### config.mk
export PLATFORM = sky130hd
export DESIGN_NAME = hazard_stall_ctrl
export DESIGN_NICKNAME = d
export VERILOG_FILES = /design/src/rtl/hazard_stall_ctrl.sv
export SDC_FILE = /design/constraint.sdc
export NUM_CORES = 1
export LEC_CHECK = 0
export CAP_MARGIN = 10
export CORE_MARGIN = 5
export CORE_UTILIZATION = 40
export DETAILED_ROUTE_END_ITERATION = 10
export PLACE_DENSITY = 0.93
export SYNTH_ARGS = -nofsm -noshare
export SYNTH_HDL_FRONTEND = slang
export SYNTH_SLANG_ARGS = --single-unit
### constraint.sdc
create_clock -name clock -period 3.8 [get_ports clock]
set_input_delay 0.76 -clock clock [delete_from_list [all_inputs] [get_ports clock]]
set_output_delay 0.76 -clock clock [all_outputs]
set_load 0.02 [all_outputs]
### src/rtl/hazard_stall_ctrl.sv
// hazard_stall_ctrl
//   Stall and bubble generator for the 5-stage pipeline. It detects the
//   hazards the bypass network cannot resolve:
//   - load-use
//   - a branch in ID whose operands come from a load
//   - HI/LO access while the multi-cycle mul/div unit is busy
//   While any of these is present it holds the front end until the operand
//   exists.
//
// Parameters
//   MUL_LAT  cycles from mult/multu start in EX until HI/LO valid (2..15)
//   DIV_LAT  cycles from div/divu start in EX until HI/LO valid (2..15)
//
// Ports
//   clock, reset                   clock, synchronous active-high reset
//   ID_rs, ID_rt                   source register fields of the ID instruction
//   ID_UseRs, ID_UseRt             ID instruction actually reads rs / rt
//   ID_Branch                      ID instruction needs its operands in ID
//   ID_HiLoAcc                     ID instruction touches HI/LO
//   ID_EX_MemRead, ID_EX_waddr     load flag / destination of the EX instruction
//   EX_MEM_MemRead, EX_MEM_waddr   load flag / destination of the MEM instruction
//   EX_MulStart, EX_DivStart       one-cycle start pulses from EX
//   PCWrite, IF_ID_Write           0 = hold PC / IF_ID
//   ID_EX_Bubble                   1 = insert NOP into ID_EX
//   HiLoBusy                       multiply/divide result pending
//
// Optional feature (macro HAZARD_STALL_STATS_EN)
//   When the macro is defined, two extra 32-bit outputs are added:
//   StallCnt counts cycles with any stall, and HiLoStallCnt counts cycles
//   with a HI/LO stall. Both clear on reset and wrap around.
module hazard_stall_ctrl #(
    parameter int MUL_LAT = 4,
    parameter int DIV_LAT = 12
) (
    input  logic       clock,
    input  logic       reset,
    input  logic [4:0] ID_rs,
    input  logic [4:0] ID_rt,
    input  logic       ID_UseRs,
    input  logic       ID_UseRt,
    input  logic       ID_Branch,
    input  logic       ID_HiLoAcc,
    input  logic       ID_EX_MemRead,
    input  logic [4:0] ID_EX_waddr,
    input  logic       EX_MEM_MemRead,
    input  logic [4:0] EX_MEM_waddr,
    input  logic       EX_MulStart,
    input  logic       EX_DivStart,
    output logic       PCWrite,
    output logic       IF_ID_Write,
    output logic       ID_EX_Bubble,
    output logic       HiLoBusy
`ifdef HAZARD_STALL_STATS_EN
    ,
    output logic [31:0] StallCnt,
    output logic [31:0] HiLoStallCnt
`endif
);

    localparam logic [1:0] S_IDLE = 2'd0;
    localparam logic [1:0] S_MUL  = 2'd1;
    localparam logic [1:0] S_DIV  = 2'd2;

    localparam logic [3:0] MUL_LOAD = 4'(MUL_LAT - 1);
    localparam logic [3:0] DIV_LOAD = 4'(DIV_LAT - 1);

    logic [1:0] state_q, state_d;
    logic [3:0] cnt_q, cnt_d;

    logic ex_match, mem_match;
    logic stall_lu, stall_br, stall_hl, stall;

    // Hazard detection. A destination of $0 never creates a dependency.
    always_comb begin
        ex_match  = (ID_EX_waddr != 5'd0) &&
                    ((ID_UseRs && (ID_rs == ID_EX_waddr)) ||
                     (ID_UseRt && (ID_rt == ID_EX_waddr)));
        mem_match = (EX_MEM_waddr != 5'd0) &&
                    ((ID_UseRs && (ID_rs == EX_MEM_waddr)) ||
                     (ID_UseRt && (ID_rt == EX_MEM_waddr)));
        stall_lu  = ID_EX_MemRead && ex_match;
        stall_br  = ID_Branch && EX_MEM_MemRead && mem_match;
        // At cnt = 1 HI/LO is written at the end of this cycle and the
        // bypass delivers it, so only cnt > 1 has to hold the instruction.
        stall_hl  = ID_HiLoAcc && (state_q != S_IDLE) && (cnt_q > 4'd1);
        // Reset overrides every hazard so the front end keeps moving.
        stall     = !reset && (stall_lu || stall_br || stall_hl);
    end

    assign PCWrite      = ~stall;
    assign IF_ID_Write  = ~stall;
    assign ID_EX_Bubble = stall;
    assign HiLoBusy     = (state_q != S_IDLE);

    // Mul/div tracking. Start pulses while busy are ignored because the
    // HI/LO stall keeps a second mul/div from issuing; divide beats multiply.
    always_comb begin
        state_d = state_q;
        cnt_d   = cnt_q;
        if (state_q == S_IDLE) begin
            if (EX_DivStart) begin
                state_d = S_DIV;
                cnt_d   = DIV_LOAD;
            end else if (EX_MulStart) begin
                state_d = S_MUL;
                cnt_d   = MUL_LOAD;
            end
        end else if (cnt_q <= 4'd1) begin
            state_d = S_IDLE;
            cnt_d   = 4'd0;
        end else begin
            cnt_d = cnt_q - 4'd1;
        end
    end

    always_ff @(posedge clock) begin
        if (reset) begin
            state_q <= S_IDLE;
            cnt_q   <= 4'd0;
        end else begin
            state_q <= state_d;
            cnt_q   <= cnt_d;
        end
    end

`ifdef HAZARD_STALL_STATS_EN
    logic [31:0] stall_cnt_q, stall_cnt_d;
    logic [31:0] hl_cnt_q, hl_cnt_d;

    always_comb begin
        stall_cnt_d = stall_cnt_q + {31'd0, stall};
        hl_cnt_d    = hl_cnt_q + {31'd0, stall_hl};
    end

    always_ff @(posedge clock) begin
        if (reset) begin
            stall_cnt_q <= 32'd0;
            hl_cnt_q    <= 32'd0;
        end else begin
            stall_cnt_q <= stall_cnt_d;
            hl_cnt_q    <= hl_cnt_d;
        end
    end

    assign StallCnt     = stall_cnt_q;
    assign HiLoStallCnt = hl_cnt_q;
`endif

endmodule

==> reports/qor.csv <==
stage,metric,value,unit
detailed_routing,postRouteAntennaNets,0,
detailed_routing,drt_pass1_iterations,4,
synthesis,yosys-top-cells-area,"xnor2_1, dfxtp_1, nand2_1, nor2_1, ha_1",
floorplan,die-area,2408,µm²
floorplan,num_io_pins,34,
detailed_routing,num_vias,733,
clocking,cts.repair.resized,0,
global_route,grt_pass1_vias,723,
timing,period_minus_slack,3.717,ns
global_route,grt_max_degree,10,
clocking,clockRootBuffer,clkbuf_4,
floorplan,die_h,49.07,µm
job,maxCapViolations,0,
detailed_routing,routed_wl,1941,µm
global_route,grtUsageTotal,16.41,%
global_route,grt-ovfl-total,0,
setup_path,crit_arrival,2.96,ns
power,share_comb_of_total_power,48.6,%
synthesis,synthesis.area,610.6,µm²
finish,final_cell_mix,"clkdlybuf4s50_1, xnor2_1, nand2_1",
setup_path,startpoint_type,input port,
synthesis,syn_avg_cell_area,7.446,µm²
clocking,cts_setup_buffers,0,
clocking,hold_buffers,0,
synthesis,yosysWarnings,0,
finish,post-route-util,67.86,%
power,switching_power,0.08713,mW
min_path,worstHoldPathType,reg2reg,
finish,final_common_cell,clkdlybuf4s50_1,
clocking,clockBufferDepth,2,
timing,fin_skew,0.001620,ns
placement,hpwl,1631,µm
detailed_routing,dr.first_iter.drc_count,13,
power,clock_power_share,21.9,%
floorplan,row_count,14,
timing,period_share,97.82,%
clocking,htreeDepth,1,
timing,final_max_slew_viol_count,0,
global_route,antenna_found_initial,0,
timing,tns,0,ns
clocking,clock_sinks,6,
placement,dp_slack,0.1066,ns
power,intPower,0.1759,mW
clocking,cts_tree,yes,
global_route,grt_pass1_wl,3167,µm
floorplan,start_util,41.50,%
detailed_routing,viasPerCell,5.390,
synthesis,synth_nets,114,
timing,relSlewSlack,77.46,%
floorplan,fp.dieW,49.07,µm
synthesis,syn_inst,82,
setup_path,crit_required,3.04,ns
finish,drive_gt1_share,6.667,%
clocking,numCtsBuffers,3,
placement,io_buffers,33,
finish,nFillCells,122,
detailed_routing,wl_per_cell,14.27,µm
timing,worst_pin_slew,0.3381,ns
power,leakagePower,0.3562,nW
run_status,status,"finished, final reports clean",
timing,setup_viol,0,
setup_path,critPathCaptureType,output port,
power,seqPwrFrac,29.5,%
clocking,path_clk_slew,0.04,ns
synthesis,ys_ff_latch,6,
synthesis,netlist-cell-type-count,23,
timing,worst_slack,0.08285,ns
timing,grt_setup_unrepaired,no,
floorplan,placeableCoreArea,1471,µm²
timing,hold_viol,0,
finish,fin_nets,154,
clocking,clk_latency,0.24,ns
setup_path,criticalPathCategory,in2out,
setup_path,worstPathMaxFanout,2,
finish,area_growth,63.52,%
synthesis,synth_top_area_share,28.69,%
synthesis,synth_top_cell_by_area,xnor2_1,
synthesis,seq_area_frac_synth,19.67,%
power,ir_drop,0.0001765,V
power,total_power,0.2630,mW
placement,routabilityCongestion,0.8561,
finish,n_antenna_cell,0,
power,p_per_area,263.4,nW/µm²
detailed_routing,drc_errors,0,
timing,fmax,269.0,MHz
power,sw_frac_of_total,33.13,%
==> registers in the layout (all words and copies together), names as in the netlist <==
signal,cells
cnt_q,4
state_q,2
==> final timing paths <==
check                                     from          to  slack [ns]  cells past startpoint
worst max-delay path            ID_EX_waddr[2]     PCWrite        0.08                      6
worst min-delay path                state_q[1]  state_q[1]        0.47                      2
worst max register to register        cnt_q[0]    cnt_q[3]        2.41                      6
worst min register to register      state_q[1]  state_q[1]        0.47                      2
==> cells by family after synthesis <==
| kind of cell | synth area share [%] |
|---|---|
| AOI/OAI and AO/OA | 13.52 |
| xor gates and xnor gates | 28.69 |
| adders and majority gates | 4.098 |
| buffers and inverters | 4.917 |
| DFF | 19.67 |
| and+or+nand+nor | 29.10 |
==> power by group through the flow <==
stage | Sequential, mW | Combinational, mW | Clock [mW]
after floorplan | 0.0768 | 0.0653 | 0
after global placement | 0.0782 | 0.123 | 0
after global routing | 0.0782 | 0.139 | 0.0638
after CTS | 0.0774 | 0.128 | 0.0605
final | 0.0775 | 0.128 | 0.0577
after detailed placement | 0.0786 | 0.127 | 0
==> layer usage <==
metal  GRT usage [%]  vias to the layer above  share of wire [%]
li1                -                      371                  -
met1           19.63                      327                 46
met2           27.68                       31                 45
met3           3.364                        4                6.1
met4           7.175                        0                2.2
met5               0                        -                  0
==> synthesized netlist by cell type (all sizes together) <==
cell and count:
xnor2 20, nand2 10, nor2 8, dfxtp 6, nand4 4, nor3 4, a21oi 3, a31oi 3
inv 3, buf 2, ha 2, nand3 2, nor3b 2, nor4 2, o21ai 2, o22ai 2
or4 2, a211oi 1, a221o 1, a221oi 1, and4b 1, clkinv 1
==> layout make-up <==
cell class / instances / area, µm² / area share [%]
clock buffers: 3 / 22.52 / 2.256
inverters: 4 / 15.01 / 1.504
multi-input cells: 70 / 460.4 / 46.12
flip-flops and latches: 6 / 120.1 / 12.03
well taps: 16 / 20.02 / 2.005
repair buffers: 37 / 360.3 / 36.09
==> metrics by stage <==
| step | hold slack [ns] | instance area [µm²] | std cells |
|---|---|---|---|
| after global routing | 0.4931 | 998.5 | 136 |
| after global placement | 0.4585 | 975.9 | 133 |
| after CTS | 0.4697 | 998.5 | 136 |
| final | 0.4726 | 998.5 | 136 |
| after floorplan | 0.4463 | 610.6 | 82 |
| after detailed placement | 0.4618 | 975.9 | 133 |
==> worst max-delay path, stage by stage <==
cell	delay, ns
clkdlybuf4s50_1	0.43
or4_1	0.54
nor2_1	0.12
nor3b_1	0.07
a221oi_1	0.36
clkdlybuf4s50_1	0.68
(Power assumes the default switching activity.)
